### config.mk
export PLATFORM = sky130hd
export DESIGN_NAME = snake_body_ctrl
export DESIGN_NICKNAME = d
export VERILOG_FILES = /design/src/rtl/snake_body_ctrl.sv
export SDC_FILE = /design/constraint.sdc
export NUM_CORES = 1
export LEC_CHECK = 0
export CAP_MARGIN = 20
export CORE_MARGIN = 2
export CORE_UTILIZATION = 46
export DETAILED_ROUTE_END_ITERATION = 6
export PLACE_DENSITY_LB_ADDON = 0.3
export SYNTH_ARGS = -nofsm -noshare
export SYNTH_HDL_FRONTEND = slang
export SYNTH_SLANG_ARGS = --single-unit
export TNS_END_PERCENT = 5
### constraint.sdc
create_clock -name clk -period 10 [get_ports clk]
set_input_delay 1.5 -clock clk [delete_from_list [all_inputs] [get_ports clk]]
set_output_delay 1.5 -clock clk [all_outputs]
set_load 0.02 [all_outputs]
### src/rtl/snake_body_ctrl.sv
`default_nettype none
// ============================================================================
//  Module   : snake_body_ctrl
//  Purpose  : Snake body segment store with move, grow, wall and self-hit FSM.
//  Revision : 1.0
// ============================================================================
module snake_body_ctrl #(
    parameter int MAX_LEN  = 16,
    parameter int INIT_LEN = 3,
    parameter int CELL     = 10,
    parameter int START_X  = 320,
    parameter int START_Y  = 240,
    parameter int X_MAX    = 630,
    parameter int Y_MAX    = 470
) (
    input  logic                   clk,
    input  logic                   rst,
    input  logic                   move_tick,
    input  logic [1:0]             dir_in,
    input  logic                   grow,
    output logic [MAX_LEN*11-1:0]  part_x,
    output logic [MAX_LEN*11-1:0]  part_y,
    output logic [MAX_LEN-1:0]     part_active,
    output logic [5:0]             length,
    output logic                   busy,
    output logic                   done,
    output logic                   dead
);

    localparam int          IDX_W       = (MAX_LEN > 2) ? $clog2(MAX_LEN) : 1;
    localparam logic [1:0]  c_DIR_RIGHT = 2'b00;
    localparam logic [1:0]  c_DIR_DOWN  = 2'b01;
    localparam logic [1:0]  c_DIR_LEFT  = 2'b10;
    localparam logic [10:0] c_CELL      = 11'(CELL);
    localparam logic [11:0] c_X_MAX     = 12'(X_MAX);
    localparam logic [11:0] c_Y_MAX     = 12'(Y_MAX);

    typedef enum logic [1:0] {
        S_IDLE  = 2'd0,
        S_SHIFT = 2'd1,
        S_CHECK = 2'd2,
        S_DEAD  = 2'd3
    } state_t;

    state_t             r_state;
    state_t             w_state_nxt;
    logic               w_done_nxt;
    logic               r_done;
    logic [1:0]         r_dir;
    logic               r_grow;
    logic [5:0]         r_len;
    logic [5:0]         r_idx;
    logic [10:0]        r_seg_x [MAX_LEN];
    logic [10:0]        r_seg_y [MAX_LEN];

    logic [10:0]        w_head_nx;
    logic [10:0]        w_head_ny;
    logic               w_wall;
    logic               w_hit;
    logic               w_last;
    logic               w_reverse;
    logic [IDX_W-1:0]   w_idx;

    // Wall test is done one bit wider so the right/down sum can never wrap.
    always_comb begin
        w_head_nx = r_seg_x[0];
        w_head_ny = r_seg_y[0];
        w_wall    = 1'b0;
        case (r_dir)
            c_DIR_RIGHT: begin
                w_wall    = ({1'b0, r_seg_x[0]} + {1'b0, c_CELL}) > c_X_MAX;
                w_head_nx = r_seg_x[0] + c_CELL;
            end
            c_DIR_DOWN: begin
                w_wall    = ({1'b0, r_seg_y[0]} + {1'b0, c_CELL}) > c_Y_MAX;
                w_head_ny = r_seg_y[0] + c_CELL;
            end
            c_DIR_LEFT: begin
                w_wall    = r_seg_x[0] < c_CELL;
                w_head_nx = r_seg_x[0] - c_CELL;
            end
            default: begin
                w_wall    = r_seg_y[0] < c_CELL;
                w_head_ny = r_seg_y[0] - c_CELL;
            end
        endcase
    end

    assign w_idx     = r_idx[IDX_W-1:0];
    assign w_hit     = (r_seg_x[w_idx] == r_seg_x[0]) && (r_seg_y[w_idx] == r_seg_y[0]);
    assign w_last    = (r_idx == (r_len - 6'd1));
    assign w_reverse = ((dir_in ^ r_dir) == 2'b10);

    always_ff @(posedge clk) begin
        if (rst) begin
            r_state <= S_IDLE;
            r_done  <= 1'b0;
        end else begin
            r_state <= w_state_nxt;
            r_done  <= w_done_nxt;
        end
    end

    always_comb begin
        w_state_nxt = r_state;
        w_done_nxt  = 1'b0;
        case (r_state)
            S_IDLE:  if (move_tick) w_state_nxt = S_SHIFT;
            S_SHIFT: w_state_nxt = w_wall ? S_DEAD : S_CHECK;
            S_CHECK: begin
                if (w_hit) begin
                    w_state_nxt = S_DEAD;
                end else if (w_last) begin
                    w_state_nxt = S_IDLE;
                    w_done_nxt  = 1'b1;
                end
            end
            S_DEAD:  w_state_nxt = S_DEAD;
            default: w_state_nxt = S_IDLE;
        endcase
    end

    always_ff @(posedge clk) begin
        if (rst) begin
            r_dir  <= c_DIR_RIGHT;
            r_grow <= 1'b0;
            r_len  <= 6'(INIT_LEN);
            r_idx  <= 6'd1;
            for (int i = 0; i < MAX_LEN; i++) begin
                r_seg_x[i] <= (i < INIT_LEN) ? 11'(START_X - i * CELL) : 11'd0;
                r_seg_y[i] <= (i < INIT_LEN) ? 11'(START_Y) : 11'd0;
            end
        end else begin
            case (r_state)
                S_IDLE: begin
                    if (move_tick) begin
                        if (!w_reverse) r_dir <= dir_in;
                        r_grow <= grow;
                    end
                end
                S_SHIFT: begin
                    if (!w_wall) begin
                        for (int i = MAX_LEN - 1; i >= 1; i--) begin
                            r_seg_x[i] <= r_seg_x[i-1];
                            r_seg_y[i] <= r_seg_y[i-1];
                        end
                        r_seg_x[0] <= w_head_nx;
                        r_seg_y[0] <= w_head_ny;
                        r_idx      <= 6'd1;
                        if (r_grow && (r_len < 6'(MAX_LEN))) r_len <= r_len + 6'd1;
                    end
                end
                S_CHECK: r_idx <= r_idx + 6'd1;
                default: ;
            endcase
        end
    end

    generate
        for (genvar gi = 0; gi < MAX_LEN; gi++) begin : g_pack
            assign part_x[11*gi +: 11] = r_seg_x[gi];
            assign part_y[11*gi +: 11] = r_seg_y[gi];
            assign part_active[gi]     = (6'(gi) < r_len);
        end
    endgenerate

    assign length = r_len;
    assign busy   = (r_state == S_SHIFT) || (r_state == S_CHECK);
    assign dead   = (r_state == S_DEAD);
    assign done   = r_done;

endmodule
`default_nettype wire

; ---- Word-level counts from Yosys, hierarchy flattened
; Memories as Yosys holds them, arrays and structs flattened. A register that Yosys moved wholly into a read port is not among the register bits.
; Index checks and enable logic that the tools add are counted.
[classes]
bitwise = 36
n_lt_le_gt_ge = 21
n_mux = 53
eq_ne = 12
n_addsub = 9
n_reduce_logical = 13
[ops]
columns = operator, n
row1 = $mux 11, 32
row2 = $lt 4x6->1 const A, 8
row3 = $pmux 11 s2, 2
row4 = $or 1x1->1, 32
row5 = $add 11x4->12 const B, 2
row6 = $lt 3x6->1 const A, 4
row7 = $add 11x4->11 const B, 2
row8 = $eq 11x11->1, 2
row9 = $lt 11x4->1 const B, 2
row10 = $sub 11x4->11 const B, 2
row11 = $mux 4, 4
row12 = $add 6x1->6 const B, 2
row13 = $gt 12x10->1 const B, 1
row14 = $gt 12x9->1 const B, 1
row15 = $lt 1x6->1 const A, 2
row16 = $lt 2x6->1 const A, 2
row17 = $pmux 6 s2, 1
row18 = $eq 2x2->1 const B, 4
row19 = $mux 1, 8
row20 = $pmux 2 s4, 1
row21 = $eq 6x6->1, 1
row22 = $lt 6x5->1 const B, 1
row23 = $mux 2, 3
row24 = $mux 6, 1
row25 = other kinds (15), 24
[word_totals]
ramBits = 352
register_bits = 18
n_memories = 2
in_bits = 6
[mem_list]
columns = memory, depth, width, read_ports, rd_ports_with_merged_regs, write_ports, line
row1 = r_seg_x, 16, 11, 17, 1, 16, 53  ; logic [10:0] r_seg_x [MAX_LEN];
row2 = r_seg_y, 16, 11, 17, 1, 16, 54  ; logic [10:0] r_seg_y [MAX_LEN];

; ---- Longest topological paths before layout
[logic_depth]
depth_word = 8
mapped_depth = 13
ltp_nobuf = 10

; ---- Worst setup path before layout
; No wires, ideal clock.
[synth_path]
kind = flip-flop to flip-flop
from = mem r_seg_y[0][2]
to = mem r_seg_x[10][10], enable pin
path_buffers = 1
slack_ns = 0.052
setup_time_ns = 0.716
synth_period_minus_slack_ns = 9.948
stages_incl_launch_ff = 10
t_required_ns = 9.284
arrival_time_ns = 9.232
path_cell_list = edfxtp_1 ha_1 nor2_1 or4b_1 o311ai_2 o21ai_2 nor4_4 nand2_2 clkbuf_1 nand2b_1
[synth_rtl]
columns = item, line
row1 = start: declaration, 54
row2 = end: declaration, 53

==> impl_metrics.env <==
export IMPL_synth_seq_cells=342
export IMPL_reg2reg_from="r_seg_y[0][7]"
export IMPL_cts_hold_buf=0
export IMPL_cts_buffers=38
export IMPL_seq_area_frac_synth_pct=58.4
export IMPL_synth_edff_count=320
export IMPL_p_per_area_nw_per_um2=230
export IMPL_critical_path_required_ps=10130
export IMPL_dieHeight_um=197
export IMPL_clkSinkCount=342
export IMPL_syn_area_um2=17200
export IMPL_crit_end="r_seg_y[6][3]"
export IMPL_path_cells="nand3_1 -> or4b_1 -> o311ai_2 -> o21ai_2 -> nor4_4 -> nand2_2 -> nand2b_4 -> buf_12"
export IMPL_post_cts_setup_buffer_count=0
export IMPL_drt_iter0_markers=998
export IMPL_fin_setup_tns_ps=0
export IMPL_setup_violations=0
export IMPL_coreArea_um2=36700
export IMPL_synthArstFlopShare_pct=0
export IMPL_yosys_most_used_dff="edfxtp_1"
export IMPL_hold_class="reg -> reg"
export IMPL_regArea_um2=10100
export IMPL_period_minus_slack_ps=4760
export IMPL_synth_compound_area_share_pct=4.24
export IMPL_dieArea_um2=39000
export IMPL_rows=70
export IMPL_overflow=0
export IMPL_nets=1611
export IMPL_cts_tree="done"
export IMPL_crit_type="reg -> reg"
export IMPL_postPlaceCellArea_um2=20900
export IMPL_synth_top_family_by_area="simple AND/OR/NAND/NOR gates"
export IMPL_clk_insertion_delay_late_ps=530
export IMPL_rsz0062_at_grt="no"
export IMPL_finalCritPeriodShare_pct=47.6
export IMPL_drc=0
export IMPL_critPathSlowestCell="edfxtp_1"
export IMPL_drt_pass1_iter_count=5
export IMPL_clockBufferDepth=3
export IMPL_fmax_mhz=210
export IMPL_fin_skew_ps=15.1
export IMPL_grt_max_degree=201
export IMPL_slew_viol_final=0
export IMPL_finalHoldViolCount=0
export IMPL_initial_core_util_pct=46.9
export IMPL_synthAdderAreaFrac_pct=1.02
export IMPL_synth_common_cells="320 x edfxtp_1, 282 x and2_1, 70 x mux4_2"
export IMPL_routed_wl_um=48000
export IMPL_htreeDepth=2
export IMPL_cts_repair_resized=0
export IMPL_gp_congestion=0.910
export IMPL_maxCapViolCount=0
export IMPL_grt_util_all_layers_pct=24.3
export IMPL_fillCellCount=2951
export IMPL_yosysUniqueCellTypes=73
export IMPL_ys_warnings_count=0
export IMPL_syn_inst=1276
export IMPL_muxShareOfSynthArea_pct=11.3
export IMPL_synthSimpleGateAreaFrac_pct=16.4
export IMPL_grt_pass1_vias=11168
export IMPL_avgSynthCellArea_um2=13.5
export IMPL_ff2ff_path_depth=8
export IMPL_grt_first_pass_wirelength_um=70800
export IMPL_dp_cells=2018
export IMPL_crit_path_start_kind="register"
export IMPL_final_cells=2090
export IMPL_synth_area_top_cells="edfxtp_1 56%, and2_1 10%, mux4_2 9.2%"
export IMPL_hpwl_um=32800
export IMPL_fin_area_um2=22100
export IMPL_fp_dieW_um=197
export IMPL_clockRootBuffer="clkbuf_16"
export IMPL_synthXorXnorAreaFrac_pct=4.43
export IMPL_drive_above_1_share_pct=9.50
export IMPL_tightest_slew_ps=1320
export IMPL_antenna_found_initial=0
export IMPL_wl_per_cell_um=23.0
export IMPL_slew_headroom_pct=11.7
export IMPL_port_buffers=350
export IMPL_status="finished, final reports clean"
export IMPL_rrSetupSlack_ps=5240
export IMPL_clk_pin_slew_ps=60
export IMPL_hold_slack_ps=507
export IMPL_ant_nets=0
export IMPL_vdd_ir_drop_max_v=0.000131
export IMPL_cp_max_fo=200
export IMPL_ios=383
export IMPL_regToRegEndpoint="r_seg_y[6][3]"
export IMPL_areaGrowthSynthToFinish_pct=28.2
export IMPL_cp_end_kind="register"
export IMPL_vias=11718
export IMPL_yosysTopAreaCellShare_pct=55.8
export IMPL_synth_most_common_cell="edfxtp_1"
export IMPL_via_per_inst=5.61
export IMPL_max_stage_delay_ps=790
export IMPL_leakage_nw=7.94
export IMPL_startpoint="r_seg_y[0][7]"
export IMPL_crit_arrival_ps=4890
export IMPL_multi_input_area_um2=6550
export IMPL_synth_largest_area_cell="edfxtp_1"
-- layout by cell type (no fill, tap or decap), types with 9 or more instances in the layout --
cell and count:
a21oi_1 24, and2_1 282, buf_4 10, clkbuf_1 10, clkbuf_16 41, clkdlybuf4s50_1 349
clkinv_1 13, conb_1 32, dfxtp_1 19, edfxtp_1 320, ha_1 14, inv_1 19
mux2i_1 34, mux4_2 70, nand2_1 42, nand3_1 18, nor2_1 50, nor2b_1 12
nor3_1 9, o21ai_0 30, or3_1 24, xnor2_1 63, xor2_1 24
-- kinds of logic (layout without fill, tap and decap cells) --
kind of cell | after synthesis | after routing
AO/OA/AOI/OAI | 106 | 106
XOR/XNOR | 87 | 87
adder cells (fa/ha/maj) | 14 | 14
buffers and inverters | 138 | 452
flip-flops | 342 | 342
multiplexers | 106 | 106
other | 1 | 33
AND/OR/NAND/NOR | 482 | 482
-- layout make-up --
cell class                      instances  area share, %
Sequential cell                       342           45.6
Multi-Input combinational cell        827           29.7
Timing Repair Buffer                  362           16.4
Clock buffer                           51           4.82
Tap cell                              468           2.65
Clock inverter                         19          0.516
Inverter                               20          0.340
Antenna cell                            1         0.0113
-- worst min path at each step --
stage / cells after the start / slack, ps / end / from
2_1_floorplan: 2 / 450 / r_grow / r_grow
3_3_place_gp: 2 / 490 / r_grow / r_grow
3_5_place_dp: 2 / 480 / r_grow / r_grow
4_1_cts: 2 / 500 / r_grow / r_grow
5_1_grt: 2 / 530 / r_grow / r_grow
6_report: 2 / 510 / r_grow / r_grow
-- per-stage QoR --
step	total power, mW	utilization, %	setup slack [ps]
after global routing	5.27	60.1	5030
after detailed placement	3.76	56.9	4880
after floorplan	3.09	-	52.4
after global placement	3.74	56.9	4960
final	5.08	60.1	5240
after CTS	5.10	60.1	4800
-- registers in the layout (all words and copies together) (netlist names), named ones only --
name and count:
r_idx 6, r_grow 1, done 1, r_dir 2
length 6, r_seg_y 160, r_seg_x 160, r_state 2
-- power by group --
group	total, mW	internal [mW]	switching (mW)
Combinational	1.58	0.709	0.872
Sequential	2.16	1.90	0.264
Clock	1.34	0.773	0.564
Total	5.08	3.38	1.70
-- critical path: cells and delay by family (launching register included) --
kind / cells / cell delay, ps
and+or+nand+nor: 5 / 2120
DFF: 1 / 790
buffers and inverters: 1 / 600
AOI/OAI and AO/OA: 2 / 410
-- routing by layer --
layer  routed length (um)  up-vias  global-route usage, %  part of all wire (%)
li1                     -     5210                      -                     -
met5                    0        -                      0                     0
met3                 4630       73                   6.20                   9.6
met4                  988        0                   6.13                   2.1
met2                22200      527                   37.5                    46
met1                20200     5908                   34.4                    42
No activity file was read; power rests on OpenSTA's default activity.
